### src/rtl/instruction_queue_issue.sv
// In-order instruction queue feeding the adder and load/store reservation stations.
// Issues the head as a one-cycle enable pulse, at most one instruction every two cycles.
module instruction_queue_issue #(
    parameter int unsigned DEPTH  = 8,
    parameter int unsigned ADDR_W = 3,
    parameter int unsigned WIDTH  = 16
) (
    input  logic              Clock,
    input  logic              Resetn,
    input  logic [WIDTH-1:0]  instIn,
    input  logic              instInValid,
    output logic              instInReady,
    input  logic              flush,
    output logic [WIDTH-1:0]  instruction,
    output logic              Adderin,
    output logic              LSin,
    input  logic              disponivel,
    input  logic              disponivelLS,
    output logic [ADDR_W:0]   count,
    output logic              empty,
    output logic              full,
    output logic [7:0]        stallCycles
);

    typedef enum logic [1:0] {StIdle, StBlocked, StIssue, StGap} state_e;

    localparam logic [ADDR_W:0] CountFull = (ADDR_W + 1)'(DEPTH);
    localparam logic [ADDR_W:0] CountOne  = (ADDR_W + 1)'(1);
    localparam logic [ADDR_W-1:0] PtrOne  = ADDR_W'(1);

    logic [WIDTH-1:0]  mem [DEPTH];
    logic [ADDR_W-1:0] wr_ptr_q, rd_ptr_q;
    logic [ADDR_W:0]   count_q;
    state_e            state_q, state_d;
    logic [WIDTH-1:0]  inst_q;
    logic              adder_q, ls_q;
    logic [7:0]        stall_q;

    logic [WIDTH-1:0]  head;
    logic              head_is_add;
    logic              target_ready;
    logic              push, issue;

    assign empty       = (count_q == '0);
    assign full        = (count_q == CountFull);
    assign instInReady = !full;
    assign count       = count_q;
    assign instruction = inst_q;
    assign Adderin     = adder_q;
    assign LSin        = ls_q;
    assign stallCycles = stall_q;

    assign head         = mem[rd_ptr_q];
    assign head_is_add  = head[3:0] inside {4'b0000, 4'b0001, 4'b0100};
    assign target_ready = head_is_add ? disponivel : disponivelLS;
    assign push         = instInValid && !full;

    // ISSUE never evaluates: the RS availability flags are stale until its Busy update lands.
    always_comb begin
        state_d = state_q;
        issue   = 1'b0;
        unique case (state_q)
            StIdle, StBlocked, StGap: begin
                if (empty) begin
                    state_d = StIdle;
                end else if (target_ready) begin
                    issue   = 1'b1;
                    state_d = StIssue;
                end else begin
                    state_d = StBlocked;
                end
            end
            StIssue: state_d = StGap;
            default: state_d = StIdle;
        endcase
    end

    always_ff @(posedge Clock) begin
        if (push && !flush) begin
            mem[wr_ptr_q] <= instIn;
        end
    end

    always_ff @(posedge Clock or negedge Resetn) begin
        if (!Resetn) begin
            wr_ptr_q <= '0;
            rd_ptr_q <= '0;
            count_q  <= '0;
            state_q  <= StIdle;
            inst_q   <= '0;
            adder_q  <= 1'b0;
            ls_q     <= 1'b0;
            stall_q  <= '0;
        end else if (flush) begin
            wr_ptr_q <= '0;
            rd_ptr_q <= '0;
            count_q  <= '0;
            state_q  <= StIdle;
            adder_q  <= 1'b0;
            ls_q     <= 1'b0;
        end else begin
            state_q <= state_d;
            adder_q <= issue && head_is_add;
            ls_q    <= issue && !head_is_add;
            if (issue) begin
                inst_q   <= head;
                rd_ptr_q <= rd_ptr_q + PtrOne;
            end
            if (push) begin
                wr_ptr_q <= wr_ptr_q + PtrOne;
            end
            if (push && !issue) begin
                count_q <= count_q + CountOne;
            end else if (!push && issue) begin
                count_q <= count_q - CountOne;
            end
            if (state_q == StBlocked && stall_q != 8'hFF) begin
                stall_q <= stall_q + 8'd1;
            end
        end
    end

endmodule

### config.mk
export PLATFORM = sky130hd
export DESIGN_NAME = instruction_queue_issue
export DESIGN_NICKNAME = d
export VERILOG_FILES = /design/src/rtl/instruction_queue_issue.sv
export SDC_FILE = /design/constraint.sdc
export NUM_CORES = 1
export LEC_CHECK = 0
export ABC_CLOCK_PERIOD_IN_PS = 4500
export CORE_ASPECT_RATIO = 2
export CORE_UTILIZATION = 53
export CTS_CLUSTER_SIZE = 40
export DETAILED_ROUTE_END_ITERATION = 16
export HOLD_SLACK_MARGIN = 0.03
export PLACE_DENSITY_LB_ADDON = 0.2
export SLEW_MARGIN = 10
export SYNTH_ARGS = -nofsm -noshare
export SYNTH_HDL_FRONTEND = slang
export SYNTH_SLANG_ARGS = --single-unit
### constraint.sdc
create_clock -name Clock -period 4.5 [get_ports Clock]
set_clock_uncertainty 0.15 [all_clocks]
set_input_delay 0.675 -clock Clock [delete_from_list [all_inputs] [get_ports Clock]]
set_output_delay 0.675 -clock Clock [all_outputs]
set_load 0.005 [all_outputs]
==> Yosys cells after proc, flatten, opt, wreduce, memory -nomap -nowiden <==
Memories as Yosys holds them, arrays and structs flattened.
Cells that the tools add are included.
{ "op_classes": {"addsub": 5, "n_mul": 0, "n_div": 0, "order_cmp": 0, "eq_ne": 7, "shifts": 0, "muxes": 19, "bitwise_logic": 1, "n_reduce_logical": 22} }
{ "op_table": {"columns": ["cell", "count"], "rows": [
  ["2-to-1 mux 3 bit", 4],
  ["2-to-1 mux 4 bit", 3],
  ["adder 8 x 1 -> 8 bit (second input constant)", 1],
  ["zero test 4 bit", 2],
  ["2-to-1 mux 1 bit", 8],
  ["inequality test 8 bit (second input constant)", 1],
  ["logical AND 1 bit", 7],
  ["adder 3 x 1 -> 3 bit (second input constant)", 2],
  ["2-to-1 mux 2 bit", 3],
  ["nonzero test 3 bit", 2],
  ["zero test 1 bit", 5],
  ["adder 4 x 1 -> 4 bit (second input constant)", 1],
  ["equality test 2 bit (second input constant)", 2],
  ["equality test 4 x 1 -> 1 bit (second input constant)", 1],
  ["equality test 4 x 3 -> 1 bit (second input constant)", 1],
  ["equality test 4 bit (second input constant)", 1],
  ["one-hot mux 2 bit (2 select lines)", 1],
  ["AND reduction 2 bit", 2],
  ["nonzero test 2 bit", 2],
  ["subtractor 4 x 1 -> 4 bit (second input constant)", 1],
  ["OR reduction 3 bit", 1],
  ["equality test 2 x 1 -> 1 bit (second input constant)", 1],
  ["zero test 2 bit", 1],
  ["NOT 1 bit", 1]
]} }
{ "word_totals": {"register_bits": 38, "latch_bits": 0, "ram_bits": 128, "romBits": 0, "output_inout_bits": 33, "elab_cells": 63, "mem_count": 1} }
{ "mem_list": {"columns": ["name", "depth", "word_bits", "rd", "rd_ports_with_merged_regs", "write_ports", "line_no", "text"], "rows": [
  ["mem", 8, 16, 1, 0, 1, "31", "logic [WIDTH-1:0] mem [DEPTH];"]
]} }

==> Logic depth before layout (Yosys ltp) <==
An unclocked memory read counts as a cell.
{ "depth": {"ltp_word": 11, "depth_mapped": 15, "mapped_depth_nobuf": 12} }

==> Least setup slack after synthesis <==
OpenSTA, ideal clock, no wires.
{ "synth_path": {"path_type": "reg2reg", "from": "register rd_ptr_q[0]", "to": "register count_q[3] (netlist: count[3])", "setup_ns": 0.078, "arrival_ns": 3.695, "t_required_ns": 4.272, "setup_slack_ns": 0.577, "path_stages_with_launch": 16, "period_less_slack_ns": 3.923, "cell_sequence": "dfrtp_1 buf_2 buf_6 mux4_2 mux2i_1 o211ai_2 mux2i_2 buf_2 or2_1 ha_1 a21o_1 a21o_1 or3_1 and3_1 or3_1 a21oi_1"} }
{ "synth_via": {"elab_chain_cells": 11} }
{ "synth_lines": {"columns": ["item", "line_no", "text"], "rows": [
  ["start, declared", "32", "logic [ADDR_W-1:0] wr_ptr_q, rd_ptr_q;"],
  ["start signal, assigned", "107", "rd_ptr_q <= rd_ptr_q + PtrOne;"],
  ["memory read (8 x 16 bit) (*)", null, null],
  ["equality test 4 x 1 -> 1 bit (tied with other cells)", "54", "assign head_is_add = head[3:0] inside {4'b0000, 4'b0001, 4'b0100};"],
  ["nonzero test 3 bit (*)", "54", null],
  ["2-to-1 mux 1 bit (*)", "55", "assign target_ready = head_is_add ? disponivel : disponivelLS;"],
  ["2-to-1 mux 1 bit (*)", "66", "end else if (target_ready) begin"],
  ["2-to-1 mux 1 bit (*)", "64", "if (empty) begin"],
  ["2-to-1 mux 1 bit (*)", "62", "unique case (state_q)"],
  ["zero test 1 bit", "112", "if (push && !issue) begin"],
  ["logical AND 1 bit", "112", null],
  ["2-to-1 mux 4 bit", "112", null],
  ["2-to-1 mux 4 bit", "94", "end else if (flush) begin"],
  ["end signal, assigned", "113", "count_q <= count_q + CountOne;"],
  ["end signal, assigned", "115", "count_q <= count_q - CountOne;"],
  ["end, declared", "33", "logic [ADDR_W:0] count_q;"]
]} }
Every way passes the cells marked *; elsewhere a longest branch is shown, timed or not.
A chain may end at the register's enable or synchronous reset.

==> Worst setup path in the final report <==
Ends and elaborated chain as after synthesis.

==> metrics list <==
- The flow ran to the end, and the final reports show no timing, DRC or antenna violations.
- The number of setup buffers added after CTS is 0.
* Biggest area contributors in the synthesized netlist: edfxtp_1 (58%), dfrtp_1 (14%), mux4_2 (11%)
- In this run the number of H-tree levels came out at 4.
- In this run, synthesis inferred between 100 and 150 flip-flops with an integrated enable.
- Half-perimeter wire length after placement: about 8.2 mm
- The Yosys step of the flow raised 0 warnings.
- In the global route stage, overall resource usage came out at a little under a quarter.
* Flop and latch count out of synthesis: approximately 170
* Clock tree from TritonCTS: done
- Data arrival time at the worst-slack endpoint: about 4.2 ns
* Synthesized instance count: 380
* Netlist area before placement: roughly 0.0066 mm2
- After detailed placement, the total cell area comes to around 0.0074 mm2.
* Residual overflow from global routing: 0
* Total wirelength of the detailed-routed design: between 10 and 15 mm
* IR Drop Worst-Case VDD: 385 uV
* Fin crit period: between 3 and 4 ns
- Avg Cell Area, Syn: 17.3 um2
- The net count of the finished layout is slightly below 500.
* Number of pins with negative max-slew slack in the final report: 0
* Max-cap violation count: 0
- The floorplan has 57 rows.
* Residual DRC: 0
- Summing all multi-input logic gate instances after layout gives between 0.0015 and 0.002 mm2.
- First-pass GRT wire length: around 21 mm
- Final hold slack: approximately 0.24 ns
* Width of the chip: 80.7 um
- Post-synth top area share: roughly 60%
* Post-CTS Hold Buffers: 0
* Floorplan Core Area: roughly 0.012 mm2
- Entering global routing, the biggest net connects 39 pins.
- GR met1 Demand/Resource: between 20% and 30%
- Critical path data required time: around 4.7 ns
- After clock tree synthesis, the repair step resized 0 gates.
- Share of layout cells above drive strength 1: between 10% and 20%
- Post-route antenna net violation count: 0
- Setup repair after global routing left no endpoint under its margin.
* Num ports: 55
- The clock reaches the later pin of the worst-skew pair after 0.43 ns.
- Vias in the first global route: around 3800
- 0 antenna diodes ended up in the layout.
- Total vias in the final route: between 3000 and 4000
- The initial utilization of the core area, before any placement, comes to about 54%.
* Maximum net fanout on the critical path: 14
- Met2 track demand over resource: about two fifths
- The pre-antenna-repair detailed-routing pass consisted of 4 iterations.
- Final Cell Area: about 0.0080 mm2
* Top post-synthesis cells by count: edfxtp_1 (128), dfrtp_1 (38), nand2_1 (37), mux4_2 (32), a21oi_1 (23)
* Final core area utilization: around two thirds
- Headroom to the max-slew limit came out at between 30% and 40%.
- In this run the static leakage power is between 2 and 3 nW.
- In the final routed layout, each cell accounts on average for between 20 and 25 um.
* Port buffer count: 54
- Initial antenna violation count: 0
* Worst setup path startpoint: rd_ptr_q[0]
- Across the whole layout, storage elements account for 0.00480 mm2.
- Final cycle utilization of the critical path: 88.8%
- Peak-usage layer in the global routing report: met2
* P per Cell Area: around 570 mW/mm2
* Crit end category: flip-flop
- Met3 Use GR: under 10%
- At the end of routability-driven placement, the weighted congestion stood at about 0.73.
- Compared with the post-synthesis result, the final layout area differs by 21.4%.
- The most used flip-flop cell after synthesis is edfxtp_1.
* Clock-pin slew reported for the worst setup and hold paths after clock tree synthesis: about 0.07 ns
- The root buffer cell chosen for the clock tree is clkbuf_16.
* Syn Nets: 408
- The share of the Yosys chip area taken by registers is between 70 and 80%.
- Filler cell count in the final layout: between 800 and 900
- Overall die area: between 0.01 and 0.015 mm2
- The detailed router finished its first iteration with ~180 violations.
- Endpoints failing setup: 0
- Die Ht: 159 um
* Clock buffer count from CTS: 17
- Avg Vias per Cell: 5.90
- The design draws around 4.5 mW.
- The count of final hold-check violations is 0.
- The tightest min-delay check is of the in -> async type.
- For this run, asynchronously set or reset flops after synthesis account for between 20% and 30%.
- Number of distinct library cells after synthesis: 41
* Most used standard cell by instance count after synthesis: edfxtp_1
* Maximum clock insertion buffer count: 2
* Setup Total Neg Slack: 0 ns
- Critical setup path kind: reg -> reg
- At the pin with the least slew margin, the transition time is 0.952 ns.
* Clock Sinks: 166
- Based on the critical path, the design can be clocked at up to approximately 0.25 GHz.
- The worst setup path is launched from a flip-flop.
* Top cell type by total area after synthesis: edfxtp_1
- The worst register-to-register path begins at rd_ptr_q[0].
-- metrics by stage --
| step | instances | worst slack, ns |
|---|---|---|
| after global placement | 581 | 0.514 |
| after floorplan | 380 | 0.577 |
| after detailed placement | 581 | 0.455 |
| after global routing | 613 | 0.251 |
| final | 613 | 0.503 |
| after CTS | 613 | 0.437 |
-- layout make-up --
| class | instances | area share [%] |
|---|---|---|
| well taps | 147 | 2.31 |
| clock inverters | 15 | 2.24 |
| clock buffers | 17 | 5.33 |
| inverters | 9 | 0.424 |
| flip-flops and latches | 166 | 60.1 |
| multi-input cells | 187 | 21.1 |
| repair buffers | 72 | 8.41 |
-- worst max-delay path, stage by stage (launching register included) --
cell	delay [ns]
dfrtp_2	0.64
mux4_2	0.55
mux2i_1	0.31
o211ai_2	0.23
mux2i_2	0.21
or2_1	0.26
ha_1	0.29
a21o_1	0.18
a21o_1	0.20
or3_1	0.30
and3_1	0.17
or3_1	0.30
a21oi_1	0.14
-- flip-flops by register name, indices dropped and copies added, names as in the netlist --
register / flops
instruction: 16
Adderin: 1
stallCycles: 8
LSin: 1
mem: 128
count: 4
wr_ptr_q: 3
state_q: 2
rd_ptr_q: 3
-- path summary, 6_finish.rpt --
check	cells past startpoint	slack, ns	end
max in group asynchronous	1	3.30	rd_ptr_q[0]
setup / recovery	12	0.50	count[3]
hold reg to reg	1	0.34	instruction[15]
min in group Clock	1	0.34	instruction[15]
hold / removal	1	0.24	instruction[4]
setup reg to reg	12	0.50	count[3]
-- routing by layer --
layer / part of all wire [%] / wire length (um)
met2: 56 / 7400
met3: 5.3 / 710
met1: 37 / 4850
met5: 0 / 0
met4: 2.3 / 311
-- cells by family after synthesis --
| kind of cell | Yosys count | share of synthesized area [%] |
|---|---|---|
| AND/OR/NAND/NOR | 84 | 5.83 |
| flip-flops | 166 | 73.0 |
| buffers and inverters | 27 | 1.79 |
| XOR/XNOR | 12 | 1.60 |
| AO/OA/AOI/OAI | 41 | 3.64 |
| adder cells (fa/ha/maj) | 6 | 1.26 |
| multiplexers | 44 | 12.9 |
-- where the power goes --
group | internal (mW) | switching [mW] | leakage [nW]
Clock | 0.798 | 0.653 | 0.295
Combinational | 0.617 | 0.503 | 0.924
Sequential | 1.81 | 0.147 | 1.63
Total | 3.23 | 1.30 | 2.84
-- cell usage in the layout (no fill, tap or decap), types with 4 or more instances in the layout --
cell	count
inv_1	8
mux4_2	32
dfrtp_1	37
a31oi_1	11
nand3_1	9
nor3_1	4
a21oi_1	23
inv_8	5
inv_6	5
clkdlybuf4s50_1	53
edfxtp_1	128
clkbuf_16	17
nand2_1	37
nor2_1	15
ha_1	5
xnor2_1	9
buf_4	18
mux2i_1	7
(Power assumes the default switching activity.)
